<file path="src/rtl/bcd_scan_ctrl.sv">
// Binary-to-BCD converter (iterative double-dabble) driving a 4-digit multiplexed 7-segment display.
// Optional feature: define LEADING_ZERO_BLANK_EN to blank leading zeros on the upper three digits.
module bcd_scan_ctrl #(
  parameter int N        = 10,
  parameter int SCAN_DIV = 50000
) (
  input  logic         clk,
  input  logic         rst,
  input  logic [N-1:0] Num_b,
  input  logic         load,
  output logic         busy,
  output logic         done,
  output logic         overflow,
  output logic [0:6]   seg_out,
  output logic [3:0]   an_out
);

  localparam int PW = $clog2(SCAN_DIV);
  localparam int CW = $clog2(N + 1);
  localparam logic [PW-1:0] PRESC_MAX = PW'(SCAN_DIV - 1);
  localparam logic [CW-1:0] LAST_BIT  = CW'(N - 1);

  typedef enum logic [1:0] {IDLE, CONV, SHOW} state_t;

  state_t          state, state_nxt;
  logic [N-1:0]    bin_sh;
  logic [19:0]     bcd_sh;
  logic [19:0]     bcd_adj;
  logic [19:0]     bcd_nxt;
  logic [CW-1:0]   bit_cnt;
  logic [3:0][3:0] dig;
  logic [PW-1:0]   presc;
  logic [1:0]      idx;
  logic            last_shift;
  logic            start;
  logic [0:6]      seg_nxt;
  logic [3:0]      an_nxt;

  function automatic logic [3:0] add3(input logic [3:0] d);
    return (d >= 4'd5) ? d + 4'd3 : d;
  endfunction

  function automatic logic [0:6] seg_enc(input logic [3:0] d);
    case (d)
      4'd0:    return 7'b0000001;
      4'd1:    return 7'b1001111;
      4'd2:    return 7'b0010010;
      4'd3:    return 7'b0000110;
      4'd4:    return 7'b1001100;
      4'd5:    return 7'b0100100;
      4'd6:    return 7'b0100000;
      4'd7:    return 7'b0001111;
      4'd8:    return 7'b0000000;
      4'd9:    return 7'b0000100;
      default: return 7'b1111111;
    endcase
  endfunction

  assign busy       = (state == CONV);
  assign start      = (state != CONV) && load;
  assign last_shift = (state == CONV) && (bit_cnt == LAST_BIT);

  // Conversion step: add-3 correction on every BCD digit, then shift in the next binary MSB
  always_comb begin
    bcd_adj = '0;
    for (int i = 0; i < 5; i++) bcd_adj[i*4 +: 4] = add3(bcd_sh[i*4 +: 4]);
    bcd_nxt = {bcd_adj[18:0], bin_sh[N-1]};
  end

  always_comb begin
    state_nxt = state;
    case (state)
      IDLE, SHOW: if (load) state_nxt = CONV;
      CONV:       if (last_shift) state_nxt = SHOW;
      default:    state_nxt = IDLE;
    endcase
  end

  always_ff @(posedge clk or posedge rst) begin
    if (rst) state <= IDLE;
    else     state <= state_nxt;
  end

  // Conversion datapath and atomic digit latch; bit 19 can never be set for N <= 16
  always_ff @(posedge clk or posedge rst) begin
    if (rst) begin
      bin_sh   <= '0;
      bcd_sh   <= '0;
      bit_cnt  <= '0;
      dig      <= '0;
      overflow <= 1'b0;
      done     <= 1'b0;
    end else begin
      done <= last_shift;
      if (start) begin
        bin_sh  <= Num_b;
        bcd_sh  <= '0;
        bit_cnt <= '0;
      end else if (state == CONV) begin
        bin_sh  <= {bin_sh[N-2:0], 1'b0};
        bcd_sh  <= bcd_nxt;
        bit_cnt <= bit_cnt + 1'b1;
        if (last_shift) begin
          if (bcd_nxt[19:16] != 4'd0) begin
            dig      <= {4'd9, 4'd9, 4'd9, 4'd9};
            overflow <= 1'b1;
          end else begin
            dig      <= bcd_nxt[15:0];
            overflow <= 1'b0;
          end
        end
      end
    end
  end

  always_ff @(posedge clk or posedge rst) begin
    if (rst) begin
      presc <= '0;
      idx   <= 2'd0;
    end else if (presc == PRESC_MAX) begin
      presc <= '0;
      idx   <= idx + 2'd1;
    end else begin
      presc <= presc + 1'b1;
    end
  end

  always_comb begin
    an_nxt  = ~(4'b0001 << idx);
    seg_nxt = seg_enc(dig[idx]);
`ifdef LEADING_ZERO_BLANK_EN
    if ((idx == 2'd3 && dig[3] == 4'd0) ||
        (idx == 2'd2 && dig[3] == 4'd0 && dig[2] == 4'd0) ||
        (idx == 2'd1 && dig[3] == 4'd0 && dig[2] == 4'd0 && dig[1] == 4'd0))
      seg_nxt = 7'b1111111;
`endif
  end

  // Output stage: segments and anode registered together so they switch on the same edge
  always_ff @(posedge clk or posedge rst) begin
    if (rst) begin
      seg_out <= 7'b0000001;
      an_out  <= 4'b1110;
    end else begin
      seg_out <= seg_nxt;
      an_out  <= an_nxt;
    end
  end

endmodule

</file>
<file path="config.mk">
export PLATFORM = sky130hd
export DESIGN_NAME = bcd_scan_ctrl
export DESIGN_NICKNAME = d
export VERILOG_FILES = /design/src/rtl/bcd_scan_ctrl.sv
export SDC_FILE = /design/constraint.sdc
export NUM_CORES = 1
export LEC_CHECK = 0
export CAP_MARGIN = 20
export CORE_MARGIN = 4
export CORE_UTILIZATION = 55
export DETAILED_ROUTE_END_ITERATION = 10
export PLACE_DENSITY = 0.83
export SYNTH_ARGS = -nofsm -noshare
export SYNTH_HDL_FRONTEND = slang
export SYNTH_SLANG_ARGS = --single-unit
</file>
<file path="constraint.sdc">
create_clock -name clk -period 3 [get_ports clk]
set_input_delay 0.45 -clock clk [delete_from_list [all_inputs] [get_ports clk]]
set_output_delay 0.45 -clock clk [all_outputs]
set_load 0.005 [all_outputs]
</file>
# After elaboration in Yosys (flattened, before gate mapping)
# Memories as Yosys holds them, arrays and structs flattened. A register that Yosys moved wholly into a read port is not among the register bits.
# Cells that the tools add are included.
[op_classes] addsub=8 magnitude_cmp=6 n_eq_ne=7 shift=1 mux=19 bitwise_logic=2 reduce_logical=8
[ops] op="$mux 20" n=2
[ops] op="$mux 16" n=2
[ops] op="$mux 4" n=7
[ops] op="$ge 4x3->1 const B" n=5
[ops] op="$mux 10" n=2
[ops] op="$add 16x1->16 const B" n=1
[ops] op="$add 4x2->4 const B" n=4
[ops] op="$eq 16x16->1 const B" n=1
[ops] op="$bmux 4 s2" n=1
[ops] op="$add 4x1->4 const B" n=1
[ops] op="$eq 4x4->1 const B" n=1
[ops] op="$mux 2" n=2
[ops] op="$ne 2x1->1 const B" n=2
[ops] op="$not 4->4" n=1
[ops] op="$pmux 2 s2" n=1
[ops] op="$reduce_bool 4->1" n=1
[ops] op="$shl 1x2->4 const A" n=1
[ops] op="$add 3x2->3 const B" n=1
[ops] op="$lt 2x3->1 const B" n=1
[ops] op="$mux 3" n=1
[ops] op="$reduce_and 3->1" n=1
[ops] op="$add 2x1->2 const B" n=1
[ops] op="$eq 2x1->1 const B" n=1
[ops] op="$eq 2x2->1 const B" n=1
[ops] op="8 further kinds" n=9
[word_totals] register_bits=76 mem_bits_ro=112 inputBits=13 out_inout_bits=14 memories=1
[memory_table] memory="(no name shown)" depth=16 word_bits=7 read_ports=1 rd_ports_with_merged_regs=1 wr=0 line_no="44" text="case (d)"

# Depth between registers and ports, before layout
[depth] ltp_word=4 ltp_mapped=9 ltp_nobuf=8

# Least setup slack after synthesis
# Ideal clock, no wire load.
[synth_path] kind="flip-flop to flip-flop" startpoint="reg idx[0]" endpoint="reg seg_out[3] (netlist name)" t_arrival_ps=1691 setup_slack_ps=1231 path_stages_with_launch=8 cell_sequence="dfrtp_1 buf_6 mux4_2 inv_1 ha_1 nand2_1 o21ai_0 a21oi_1"
[synth_between] elab_chain_len=2
[synth_lines] element="from (decl)" line_no="33" text="logic [1:0] idx;"
[synth_lines] element="from (signal assigned)" line_no="122" text="idx <= idx + 2'd1;"
[synth_lines] element="$bmux 4 s2" line_no="130" text="seg_nxt = seg_enc(dig[idx]);"
[synth_lines] element="$mux 4 (implied by the code)" line_no="130"
[synth_lines] element="to (decl)" line_no="14" text="output logic [0:6] seg_out,"
# Every way passes these cells. The select of a mux whose other input is x is not followed.
# A chain may end at the register's enable or synchronous reset.

# Worst setup path in the final report
[layout_path] startpoint="reg state[1]" endpoint="out busy"
[layout_between] elab_chain_len=1
[layout_lines] element="from (decl)" line_no="25" text="state_t state, state_nxt;"
[layout_lines] element="from (signal assigned)" line_no="81" text="else state <= state_nxt;"
[layout_lines] element="$eq 2x1->1" line_no="59" text="assign busy = (state == CONV);"
[layout_lines] element="to (decl)" line_no="11" text="output logic busy,"
# Every way passes these cells.

==> metrics.md <==
| Metric | Value |
|---|---|
| Clock Pin Slew Worst Setup and Hold Paths | 0.08 ns |
| RSZ-0062 raised after global routing | no |
| Post-synthesis sequential area ratio | 50.23% |
| Initial DRC count | 132 |
| Nets | 478 |
| Final Cycle Share | 72.78% |
| Final Hold Viols | 0 |
| Status | completed |
| CTS sink count | 83 |
| Synth area leaders | dfrtp_1 48%, ha_1 6.9%, o21ai_0 6.4% |
| Hold Crit Start | bin_sh[3]$_DFFE_PP0P_ |
| Routability cong. | 0.8500 |
| Post-synth EDFFs | 0 |
| Routed length on met2 | 3915 µm |
| Hold Crit Class | register to register |
| Area grow syn2layout | 13.79% |
| M1 wire length | 3400 µm |
| Syn. warnings | 0 |
| First-pass GRT wire length | 13,810 µm |
| Buffers on Ports | 26 |
| RR Endpoint | dig[10]$_DFFE_PP0P_ |
| CP top delay family | buffers and inverters |
| Syn Inst Count | 413 |
| Peak supply drop | 448.1 µV |
| Distinct cells, synth | 46 |
| Num ports | 27 |
| Final worst path period need | 2.183 ns |
| DP HPWL | 5694 µm |
| Post-CTS Setup Bufs | 0 |
| Pins Over Slew Limit | 0 |
| Pre-CTS setup slack | 0.9686 ns |
| Top FF cell, synth | dfrtp_1 |
| DR WL met3 | 280 µm |
| # DRC | 0 |
| Dominant cell type by area after synthesis | dfrtp_1 |
| Die H | 94.82 µm |
| N_diodes | 0 |
| Crit Path Class | register to output port |
| CTS root buf | clkbuf_8 |
| Clk buf depth | 2 |
| Starting density of the core | 56.85% |
| Commonest cells after routing, fill and taps aside | 79 x dfrtp_1, 53 x o21ai_0, 44 x nand2_1 |
| CP peak stage delay | 0.59 ns |
| Data arrival, critical path | 1.73 ns |
| # rows | 31 |
| Overflow after GRT | 0 |
| Achievable Freq | 0.4580 GHz |
| Clock skew | 0.01149 ns |
| Pin count of the biggest net entering global routing | 45 |
| Buf/Inv on CP | 2 |
| Leak | 2.092 nW |
| Crit path capture type | output port |
| Via Count | 3,033 |
| CTS H-Tree Depth | 3 |
| Crit start category | register |
| Full die area | 8990 µm² |
| Worst-margin pin slew | 0.7322 ns |
| Syn_area_per_cell | 10.04 µm² |
| Crit-path max FO | 13 |
| Share of layout cells above drive strength 1 | 9.620% |
| Top sig layer | met4 |
| Total Wirelength | 7731 µm |
| Net Count, Synth | 449 |
| Post-CTS Hold Fix Bufs | 0 |
| Core area | 7292 µm² |
| Asr flop ratio synth | 100.0% |
| Post-cts sizing count | 0 |
| Clock latency on the worst-skew pair | 0.35 ns |
| R2R setup slack | 0.99 ns |
| GRT Total Usage | 19.39% |
| Setup ws final | 0.8167 ns |
| Post-DR wirelength/cell | 14.16 µm |
| 1st-pass router iterations | 5 |
| Cell area after synthesis | 4145 µm² |
| Share of the synthesized area in the top cell type | 47.69% |
| Reg-to-reg critical path startpoint | bcd_sh[8]$_DFFE_PP0P_ |
| Pwr Density | 879.8 nW/µm² |
| CTS buffer count | 9 |
| # setup viols final | 0 |
| Max-capacitance violation count | 0 |
| Yosys reg bits | 83 |
| Die Width | 94.82 µm |
| Final setup TNS | 0 ns |
| Critical-path cell list | nand2b_1 > inv_1 > clkdlybuf4s50_1 |
| TritonCTS clock tree | built |
| Mean number of vias per cell | 5.555 |
| CP Data Required Time | 2.55 ns |
| Hold EP | bin_sh[4]$_DFFE_PP0P_ |
| Hold Path Depth | 2 |
| Slowest cell on crit path | clkdlybuf4s50_1 |
| Path depth of the worst reg2reg path | 6 |
| ANT nets after route | 0 |
| Most common cell after layout, fill and taps aside | dfrtp_1 |
| Antenna violations before repair | 0 |
| WHS | 0.4830 ns |
| Slew margin rel. | 51.13% |
| Vias in the first global route | 3,138 |
-- cells in the mapped netlist (all sizes together), types with 8 or more instances --
library cell and instances:
buf 8, nor2 27, inv 27, nand3 22, xnor2 12, mux2i 13, nand2 44, nor3 12
nand2b 12, o21ai 56, a21oi 18, dfrtp 79, ha 23
-- layout make-up --
| cell class | instances | area [µm²] |
|---|---|---|
| multi-input combinational | 288 | 1893 |
| timing repair buffer | 33 | 312.8 |
| clock buffer | 10 | 137.6 |
| sequential | 83 | 2082 |
| fill | 592 | 2575 |
| inverter | 27 | 102.6 |
| clock inverter | 6 | 65.06 |
| tap | 99 | 123.9 |
-- logic make-up (layout without fill, tap and decap cells) --
group,count (synthesis),count (layout),share of synthesized area [%]
AOI/OAI and AO/OA,93,93,12.98
muxes,21,21,6.399
buffers and inverters,42,76,4.105
adders and majority gates,23,23,6.942
xor gates and xnor gates,16,16,3.562
DFF,83,83,50.23
and+or+nand+nor,135,135,15.79
-- worst reg2reg max path, cell delays in order (launching register included) --
cell and delay [ns]:
dfrtp_1 0.42, inv_1 0.10, ha_1 0.22, nand2b_1 0.08, a21oi_1 0.23, mux2_2 0.41
o41ai_1 0.42
-- routing by layer --
metal | vias to the layer above | global-route usage [%]
met3 | 12 | 2.390
met1 | 1483 | 24.64
met4 | 0 | 9.135
met2 | 56 | 32.94
met5 | - | 0
li1 | 1482 | -
-- where the power goes --
group          leakage (nW)  switching [mW]  internal [mW]  total [mW]
Clock                 0.102           0.400          0.407       0.807
Sequential             1.06           0.264           1.47        1.73
Combinational         0.931           0.919          0.692        1.61
Total                  2.09            1.58           2.57        4.15
-- state kept, by name (all words and copies together) (netlist names) --
name	count
overflow	1
dig	16
done	1
bin_sh	10
an_out	4
bit_cnt	4
seg_out	7
presc	16
state	2
bcd_sh	20
idx	2
-- per-stage QoR --
step	power, mW	cell area, µm²	cells	utilization (%)
global route	4.485	4717	546	64.69
CTS	4.173	4717	546	64.69
floorplan	2.847	4145	413	-
detailed placement	3.363	4514	530	61.91
finish	4.150	4717	546	64.69
global placement	3.250	4514	530	61.91
-- worst max-delay path by stage --
| stage | cells past startpoint | end | from | slack [ns] |
|---|---|---|---|---|
| after floorplan | 1 | an_out[0]$_DFF_PP0_ | rst | 0.42 |
| after global placement | 6 | seg_out[3]$_DFF_PP0_ | idx[0]$_DFFE_PP0N_ | 1.11 |
| after detailed placement | 6 | dig[10]$_DFFE_PP0P_ | bcd_sh[8]$_DFFE_PP0P_ | 0.97 |
| after CTS | 3 | busy | state[1]$_DFFE_PP0P_ | 0.80 |
| after global routing | 3 | busy | state[1]$_DFFE_PP0P_ | 0.75 |
| final | 3 | busy | state[1]$_DFFE_PP0P_ | 0.82 |
No activity file was read; power rests on OpenSTA's default activity.
